==> src/rtl/firebird7_in_gate1_tessent_data_mux_pkg.sv <==
// Shared types and helpers for the firebird7_in gate1 IJTAG override data mux.
package firebird7_in_gate1_tessent_data_mux_pkg;

   typedef enum logic [1:0] {
      FUNC,
      SETTLE_TO_OVR,
      OVR,
      SETTLE_TO_FUNC
   } chan_state_t;

   // Each channel contributes one enable bit plus W override data bits.
   function automatic int tdr_len(input int ch, input int w);
      return ch * (w + 1);
   endfunction

endpackage

==> src/rtl/firebird7_in_gate1_tessent_data_mux_chan.sv <==
// One mux channel: break-before-make source FSM with a registered data output.
module firebird7_in_gate1_tessent_data_mux_chan
   import firebird7_in_gate1_tessent_data_mux_pkg::*;
#(
   parameter int W = 19,
   parameter int SETTLE = 2,
   parameter logic [W-1:0] SAFE_VALUE = '0
) (
   input  logic         clk,
   input  logic         reset,
   input  logic         upd_en,
   input  logic [W-1:0] upd_data,
   input  logic [W-1:0] func_data,
   output logic [W-1:0] data_out,
   output logic         override_active
);

   localparam int CW = (SETTLE > 0) ? $clog2(SETTLE + 1) : 1;
   localparam logic [CW-1:0] CNT_LOAD = CW'((SETTLE > 0) ? SETTLE - 1 : 0);

   chan_state_t   state;
   logic [CW-1:0] cnt;

   // Outputs are registered from the state being entered, so data_out always matches the current state.
   always_ff @(posedge clk) begin
      if (reset) begin
         state           <= FUNC;
         cnt             <= '0;
         data_out        <= '0;
         override_active <= 1'b0;
      end else begin
         case (state)
            FUNC: begin
               if (upd_en && SETTLE == 0) begin
                  state           <= OVR;
                  data_out        <= upd_data;
                  override_active <= 1'b1;
               end else if (upd_en) begin
                  state           <= SETTLE_TO_OVR;
                  cnt             <= CNT_LOAD;
                  data_out        <= SAFE_VALUE;
                  override_active <= 1'b0;
               end else begin
                  data_out        <= func_data;
                  override_active <= 1'b0;
               end
            end
            SETTLE_TO_OVR: begin
               if (cnt == '0) begin
                  state           <= OVR;
                  data_out        <= upd_data;
                  override_active <= 1'b1;
               end else begin
                  cnt             <= cnt - CW'(1);
                  data_out        <= SAFE_VALUE;
                  override_active <= 1'b0;
               end
            end
            OVR: begin
               if (!upd_en && SETTLE == 0) begin
                  state           <= FUNC;
                  data_out        <= func_data;
                  override_active <= 1'b0;
               end else if (!upd_en) begin
                  state           <= SETTLE_TO_FUNC;
                  cnt             <= CNT_LOAD;
                  data_out        <= SAFE_VALUE;
                  override_active <= 1'b0;
               end else begin
                  data_out        <= upd_data;
                  override_active <= 1'b1;
               end
            end
            SETTLE_TO_FUNC: begin
               if (cnt == '0) begin
                  state           <= FUNC;
                  data_out        <= func_data;
                  override_active <= 1'b0;
               end else begin
                  cnt             <= cnt - CW'(1);
                  data_out        <= SAFE_VALUE;
                  override_active <= 1'b0;
               end
            end
            default: begin
               state           <= FUNC;
               cnt             <= '0;
               data_out        <= SAFE_VALUE;
               override_active <= 1'b0;
            end
         endcase
      end
   end

endmodule

==> src/rtl/firebird7_in_gate1_tessent_data_mux_tdr.sv <==
// Multi-channel IJTAG override mux: embedded TDR (shift/update) driving CH settle-guarded channels.
module firebird7_in_gate1_tessent_data_mux_tdr
   import firebird7_in_gate1_tessent_data_mux_pkg::*;
#(
   parameter int CH = 2,
   parameter int W = 19,
   parameter int SETTLE = 2,
   parameter logic [W-1:0] SAFE_VALUE = '0
) (
   input  logic            ijtag_tck,
   input  logic            ijtag_reset,
   input  logic            ijtag_sel,
   input  logic            ijtag_ce,
   input  logic            ijtag_se,
   input  logic            ijtag_ue,
   input  logic            ijtag_si,
   output logic            ijtag_so,
   input  logic [CH*W-1:0] functional_data_in,
   output logic [CH*W-1:0] data_out,
   output logic [CH-1:0]   override_active
);

   localparam int L = tdr_len(CH, W);

   logic [L-1:0] shift_reg;
   logic [L-1:0] upd_reg;
   logic [L-1:0] capture_vec;

   assign ijtag_so = shift_reg[0];

   // Capture has priority over shift, shift over update; deselected TDR holds both registers.
   always_ff @(posedge ijtag_tck) begin
      if (ijtag_reset) begin
         shift_reg <= '0;
         upd_reg   <= '0;
      end else if (ijtag_sel) begin
         if (ijtag_ce) begin
            shift_reg <= capture_vec;
         end else if (ijtag_se) begin
            shift_reg <= {ijtag_si, shift_reg[L-1:1]};
         end else if (ijtag_ue) begin
            upd_reg <= shift_reg;
         end
      end
   end

   for (genvar c = 0; c < CH; c++) begin : g_chan
      assign capture_vec[c*(W+1)]         = override_active[c];
      assign capture_vec[c*(W+1)+1 +: W]  = data_out[c*W +: W];

      firebird7_in_gate1_tessent_data_mux_chan #(
         .W          (W),
         .SETTLE     (SETTLE),
         .SAFE_VALUE (SAFE_VALUE)
      ) u_chan (
         .clk             (ijtag_tck),
         .reset           (ijtag_reset),
         .upd_en          (upd_reg[c*(W+1)]),
         .upd_data        (upd_reg[c*(W+1)+1 +: W]),
         .func_data       (functional_data_in[c*W +: W]),
         .data_out        (data_out[c*W +: W]),
         .override_active (override_active[c])
      );
   end

endmodule

==> config.mk <==
export PLATFORM = sky130hd
export DESIGN_NAME = firebird7_in_gate1_tessent_data_mux_tdr
export DESIGN_NICKNAME = d
export VERILOG_FILES = /design/src/rtl/firebird7_in_gate1_tessent_data_mux_pkg.sv /design/src/rtl/firebird7_in_gate1_tessent_data_mux_chan.sv /design/src/rtl/firebird7_in_gate1_tessent_data_mux_tdr.sv
export SDC_FILE = /design/constraint.sdc
export NUM_CORES = 1
export LEC_CHECK = 0
export CORE_MARGIN = 1.5
export CORE_UTILIZATION = 53
export CTS_BUF_LIST = sky130_fd_sc_hd__clkbuf_8 sky130_fd_sc_hd__clkbuf_16
export CTS_CLUSTER_DIAMETER = 30
export DETAILED_ROUTE_END_ITERATION = 12
export PLACE_DENSITY = 0.79
export SLEW_MARGIN = 10
export SYNTH_ARGS = -nofsm -noshare
export SYNTH_HDL_FRONTEND = slang
export SYNTH_SLANG_ARGS = --single-unit
==> constraint.sdc <==
create_clock -name ijtag_tck -period 1.7 [get_ports ijtag_tck]
set_input_delay 0.34 -clock ijtag_tck [delete_from_list [all_inputs] [get_ports ijtag_tck]]
set_output_delay 0.34 -clock ijtag_tck [all_outputs]
set_load 0.03 [all_outputs]
==> run summary, run 1 <==
net switching power -> 2.979 mW
Comb pwr share -> 24.7%
Worst EP arrival -> 1.34 ns
cell area after synthesis -> 0.005360 mm2
CTS root buf -> clkbuf_8
Slew Limit Fails -> 0
IO Pins -> 86
DP HPWL -> 8.378 mm
vias per inst -> 5.691
first-pass GRT wire length -> 22.29 mm
PwrDens -> 1385 mW/mm2
area grow syn2layout -> 30.16%
Synthesized Nets -> 662
NumNets Final -> 735
slew margin rel. -> 68.49%
Overall Power -> 9.664 mW
leading register cell type out of synthesis -> dfxtp_1
Post-synth EDFFs -> 0
synthesized area per cell -> 8.860 um2
cell taking the most area after synthesis -> dfxtp_1
antenna violation net count after detailed routing -> 0
row cnt -> 36
DR vias -> 4,689
unrepaired setup endpoints after global routing -> false
Util after Layout -> 71.38%
PortBufs -> 85
yosys warns -> 0
crit-path cells -> dlygate4sd2_1
Critical Path Source Type -> flip-flop
DRT iter0 DRCs -> 252
post-synthesis sequential element count -> 128
Max VDD drop -> 0.7997 mV
Placed Instances -> 792
crit path capture type -> output port
FFs w/ async S/R, synth -> 0%
setup violators final -> 0
clock slew at reported path FFs -> 0.06 ns
effective utilization at floorplan -> 54.84%
Final Skew -> 0.01446 ns
CTS max path bufs -> 2
Non-Filler Instances -> 824
max cap viols -> 0
GR Overflow Total -> 0
Slew @ Worst Pin -> 0.4717 ns
Final WS setup -> 0.02457 ns
Worst path top cell family by delay -> buffers and inverters
power share of the clock group -> 38.8%
WL met1 -> 6.085 mm
die span in y -> 103.6 um
worst-path maximum fanout -> 2
CTS Hold Bufs -> 0
DRC -> 0
Met2 Wirelength -> 6.736 mm
die width -> 103.6 um
GP Congestion -> 0.7852
vias in the first global route -> 4,529
Tmin final -> 1.675 ns
Num CTS Buffers -> 17
dpl ws -> -0.3445 ns
worst path buffer plus inverter count -> 1
initial antenna violation count -> 0
H-tree depth -> 4
die area -> 0.01073 mm2
drt pass-1 iters -> 5
ANT cells -> 0
Net Sw Frac -> 30.83%
WS Path Type -> reg -> out
CTS tree -> yes
Mapped Cells -> 605
outcome -> completed
top metal layer carrying routed signals -> met4
final hold violations -> 0
routed length on met3 -> 708 um
fmax -> 0.5969 GHz
Synth top area share -> 47.81%
clk sinks -> 128
Tightest Hold Check Type -> in -> reg
sequential fraction of design power -> 36.5%
gr usage total -> 25.65%
wire length per cell -> 16.67 um
Netlist cell types -> 27
ranking of synthesized cells by area -> dfxtp_1 (48%), a21oi_1 (8.0%), mux2i_1 (7.8%), a211oi_1 (5.9%), nand3b_1 (5.9%)
core area -> 0.009774 mm2
Int Pwr -> 6.685 mW
Leak -> 2.734 nW
filler cell count -> 741
Worst EP required -> 1.36 ns
share of cells above drive strength 1 -> 10.27%
largest net degree at the start of global routing -> 43
drt total wl -> 13.74 mm
Seq/Total Area, Yosys -> 47.81%
CP max-delay cell -> dlygate4sd2_1
period utilization -> 98.55%
Worst-Skew Late Latency -> 0.51 ns
CP max stage delay -> 0.43 ns
## per-layer routing
metal  global-route usage [%]  up-vias
met4                    9.325        0
met2                    42.71      150
li1                         -     2258
met3                    5.538       17
met1                    32.85     2264
met5                        0        -
## through the flow
stage	area [um2]	TNS, ns	hold WS (ns)
after global placement	6395	-4.196	0.4423
after CTS	6969	0	0.2619
after floorplan	5360	0	0.4364
final	6977	0	0.2701
after global routing	6977	0	0.2765
after detailed placement	6395	-5.713	0.4472
## final cells by class
type / instances / area, um2 / share of cell area [%]
Tap cell: 133 / 166.4 / 2.385
Timing Repair Buffer: 108 / 1069 / 15.32
Multi-Input combinational cell: 415 / 2530 / 36.26
Clock inverter: 14 / 190.2 / 2.726
Sequential cell: 128 / 2564 / 36.75
Clock buffer: 18 / 427.9 / 6.133
Inverter: 8 / 30.03 / 0.4304
## Yosys cell counts (8+ instances only)
master,n
o21ai_0,42
buf_2,22
nand2_1,82
mux2i_1,42
clkbuf_1,20
nor2_1,46
nand3b_1,42
ha_1,12
a211oi_1,42
dfxtp_1,128
a21oi_1,86
inv_1,8
## path summary, 6_finish.rpt
check / slack, ns / cells after the start / endpoint / from
setup / recovery: 0.02 / 1 / override_active[1] / g_chan[1].u_chan.override_active
hold / removal: 0.27 / 2 / g_chan[0].u_chan.data_out[10] / ijtag_reset
setup reg to reg: 0.08 / 6 / g_chan[0].u_chan.state[0] / g_chan[0].u_chan.state[0]
hold reg to reg: 0.45 / 2 / upd_reg[5] / upd_reg[5]
## logic make-up (layout without fill, tap and decap cells)
kind of cell               Yosys count  after routing  share of synthesized area (%)
AOI/OAI and AO/OA                  181            181                          19.61
adders and majority gates           12             12                          2.801
buffers and inverters               62            148                          5.299
DFF                                128            128                          47.81
muxes                               44             44                          8.403
and+or+nand+nor                    178            178                          16.08
## layout by cell type, fill, tap and decap left out, types with 8 or more instances in the layout
cell / n
dlygate4sd2_1: 41
buf_12: 8
mux2i_1: 42
nand3b_1: 42
buf_4: 15
ha_1: 11
a211oi_1: 42
inv_1: 8
nand2_1: 82
clkbuf_16: 16
clkdlybuf4s50_1: 42
o21ai_0: 42
nor2_1: 46
a21oi_1: 86
dfxtp_1: 127
## power by group through the flow
| stage | clock [mW] | combinational [mW] | sequential, mW |
|---|---|---|---|
| after global routing | 3.90 | 2.59 | 3.55 |
| after detailed placement | 0 | 2.44 | 3.58 |
| final | 3.75 | 2.39 | 3.53 |
| after floorplan | 0 | 1.33 | 3.85 |
| after CTS | 3.77 | 2.36 | 3.52 |
| after global placement | 0 | 2.37 | 3.57 |
## timing repair
item / 4_1_cts / 5_1_grt
gates resized for setup: 43 / 3
endpoints found under the setup margin: 60 / 8
setup buffers: 0 / 0
No activity file was read; power rests on OpenSTA's default activity.
==> run 2, diff against run 1 <==
--- a/config.mk
+++ b/config.mk
@@ -6,12 +6,11 @@
 export NUM_CORES = 1
 export LEC_CHECK = 0
 export CORE_MARGIN = 1.5
-export CORE_UTILIZATION = 53
-export CTS_BUF_LIST = sky130_fd_sc_hd__clkbuf_8 sky130_fd_sc_hd__clkbuf_16
+export CORE_UTILIZATION = 55
+export CTS_BUF_LIST = sky130_fd_sc_hd__clkbuf_4
 export CTS_CLUSTER_DIAMETER = 30
 export DETAILED_ROUTE_END_ITERATION = 12
-export PLACE_DENSITY = 0.79
-export SLEW_MARGIN = 10
+export PLACE_DENSITY = 0.82
 export SYNTH_ARGS = -nofsm -noshare
 export SYNTH_HDL_FRONTEND = slang
 export SYNTH_SLANG_ARGS = --single-unit
==> constraint.sdc (replaced) <==
create_clock -name ijtag_tck -period 1.7 [get_ports ijtag_tck]
set_input_delay 0.17 -clock ijtag_tck [delete_from_list [all_inputs] [get_ports ijtag_tck]]
set_output_delay 0.17 -clock ijtag_tck [all_outputs]
set_load 0.03 [all_outputs]
==> run 2 against run 1 <==
  * Power fell by 13%
  * Core utilization rose by 0.31 points
  * Design area fell by 4.2%
  * Fmax rose by 3.3%
  * Highest routed layer unchanged
  * Hold slack got worse by 0.13 ns
  * Clock skew rose by 0.0028 ns
  * First-iteration DRC count rose by 13%
  * Cell count fell by 0.61%
==> run summary, run 2 (synthesized netlist as in run 1, its figures left out) <==
outcome -> completed
Critical Path Source Type -> flip-flop
most crowded layer after global routing -> met2
Slew @ Worst Pin -> 0.5481 ns (+0.07633 ns)
commonest non-fill, non-tap cell in the layout -> dfxtp_1
slew margin rel. -> 63.46% (-5.0 points)
Int Pwr -> 5.601 mW (-16%)
filler cell count -> 715 (-3.5%)
power share of the clock group -> 29.3% (-9.5 points)
antenna violation net count after detailed routing -> 0 (unchanged)
GRT met1 Usage -> 35.05% (+2.2 points)
Tightest Hold Check Type -> in -> reg
NumNets Final -> 735 (unchanged)
area grow syn2layout -> 24.74%
ANT cells -> 0 (unchanged)
sequential fraction of design power -> 41.8% (+5.3 points)
die area -> 0.01035 mm2 (-3.5%)
wire length per cell -> 16.24 um (-2.6%)
CP Launch Point -> g_chan[1].u_chan.state[0]
footprint of the multi-input gates -> 0.002532 mm2 (about the same)
Comb pwr share -> 28.9% (+4.2 points)
fmax -> 0.6168 GHz (+3.3%)
met3 Use GR -> 5.590% (+0.052 points)
unrepaired setup endpoints after global routing -> false
clk sinks -> 128 (unchanged)
crit path capture type -> flip-flop
most frequent cells in the layout -> dfxtp_1 (127), a21oi_1 (86), nand2_1 (82), nor2_1 (46)
initial antenna violation count -> 0 (unchanged)
Slew Limit Fails -> 0 (unchanged)
GR Overflow Total -> 0 (unchanged)
R2R Path Start -> g_chan[1].u_chan.state[0]
share of cells above drive strength 1 -> 10.00% (-0.27 points)
vias in the first global route -> 4,384 (-3.2%)
GP Congestion -> 0.7750 (-1.3%)
R2R depth -> 5 (-1)
period utilization -> 95.37% (-3.2 points)
final hold violations -> 0 (unchanged)
DRT iter0 DRCs -> 284 (+13%)
Worst EP arrival -> 2.05 ns (+0.71 ns)
max cap viols -> 0 (unchanged)
CTS max path bufs -> 2 (unchanged)
Sequential cell area -> 0.002564 mm2 (unchanged)
worst-path maximum fanout -> 5 (+3)
DR vias -> 4,672 (-0.36%)
R2R Path End -> g_chan[1].u_chan.state[0]
PortBufs -> 85 (unchanged)
Final Skew -> 0.01723 ns (+0.002765 ns)
PwrDens -> 1255 mW/mm2 (-9.4%)
CTS tree -> yes
core area -> 0.009328 mm2 (-4.6%)
Worst-Skew Late Latency -> 0.51 ns (about the same)
DRC -> 0 (unchanged)
die span in y -> 101.7 um (-1.8%)
IO Pins -> 86 (unchanged)
Leak -> 2.604 nW (-4.8%)
H-tree depth -> 4 (unchanged)
Non-Filler Instances -> 819 (-0.61%)
end of the critical path -> g_chan[1].u_chan.state[0]
met2 GRT Util -> 43.95% (+1.2 points)
Net Sw Frac -> 33.26% (+2.4 points)
Max VDD drop -> 0.6257 mV (-22%)
largest net degree at the start of global routing -> 48 (+12%)
Placed Instances -> 788 (-0.51%)
r2r setup slk -> 0.08 ns (about the same)
clock slew at reported path FFs -> 0.11 ns (+0.05 ns)
WS Path Type -> reg -> reg
effective utilization at floorplan -> 57.46% (+2.6 points)
Worst EP required -> 2.13 ns (+0.77 ns)
vias per inst -> 5.705 (+0.25%)
net switching power -> 2.791 mW (-6.3%)
setup violators final -> 0 (unchanged)
CTS root buf -> clkbuf_4
DP HPWL -> 8.444 mm (+0.80%)
drt total wl -> 13.30 mm (-3.2%)
TNS Setup -> 0 ns (unchanged)
Num CTS Buffers -> 17 (unchanged)
drt pass-1 iters -> 5 (unchanged)
row cnt -> 35 (-2.8%)
first-pass GRT wire length -> 21.58 mm (-3.2%)
Tmin final -> 1.621 ns (-0.05420 ns)
die width -> 101.7 um (-1.8%)
gr usage total -> 26.66% (+1.0 points)
==> run 2: repair_timing <==
| item | 4_1_cts | 5_1_grt |
|---|---|---|
| gates resized for setup | 42 | 5 |
| buffers inserted | 0 | 0 |
| cloned | 0 | 0 |
| hold buffers | 0 | 0 |
| setup endpoints to repair | 60 | 38 |
==> run 2: area by class of cell <==
| cell class | instances | area share, % |
|---|---|---|
| sequential | 128 | 38.34 |
| multi-input combinational | 415 | 37.87 |
| timing repair buffer | 108 | 15.79 |
| clock inverter | 14 | 3.219 |
| tap | 129 | 2.414 |
| clock buffer | 17 | 1.909 |
| inverter | 8 | 0.4491 |
==> run 2: layer usage <==
metal,part of all wire (%),wire length [um]
met1,43,5714
met2,48,6450
met3,6.9,921
met4,1.6,216
met5,0,0
==> run 2: worst max-delay path, cell delays in order (launching register included) <==
cell	delay (ns)
dfxtp_2	0.38
inv_1	0.08
ha_1	0.26
mux2_4	0.29
or3_1	0.37
a21oi_1	0.16
==> run 2: how the worst min path moves through the flow <==
stage / start / to / slack (ns) / cells after the start
finish: ijtag_reset / upd_reg[9] / 0.14 / 2
global route: ijtag_reset / upd_reg[5] / 0.13 / 2
CTS: ijtag_reset / upd_reg[5] / 0.09 / 2
detailed placement: upd_reg[9] / upd_reg[9] / 0.45 / 2
global placement: upd_reg[37] / upd_reg[37] / 0.44 / 2
floorplan: functional_data_in[10] / g_chan[0].u_chan.data_out[10] / 0.33 / 2
==> run 2: power groups by stage <==
stage | clock network [mW] | registers [mW] | logic [mW]
after floorplan | 0 | 3.85 | 1.33
after global placement | 0 | 3.56 | 2.39
after detailed placement | 0 | 3.57 | 2.47
after CTS | 2.49 | 3.50 | 2.38
after global routing | 2.61 | 3.54 | 2.63
final | 2.46 | 3.51 | 2.43
==> run 2: through the flow <==
step / hold WS [ns] / utilization (%) / setup slack, ns / cell area (um2) / power, mW
4_1_cts: 0.08702 / 71.52 / 0.02002 / 6671 / 8.369
6_report: 0.1394 / 71.68 / 0.07877 / 6686 / 8.392
2_1_floorplan: 0.3313 / - / 0.1921 / 5360 / 5.176
3_3_place_gp: 0.4416 / 68.37 / -0.1882 / 6377 / 5.953
3_5_place_dp: 0.4465 / 68.37 / -0.3482 / 6377 / 6.040
5_1_grt: 0.1276 / 71.68 / 0.01331 / 6686 / 8.777
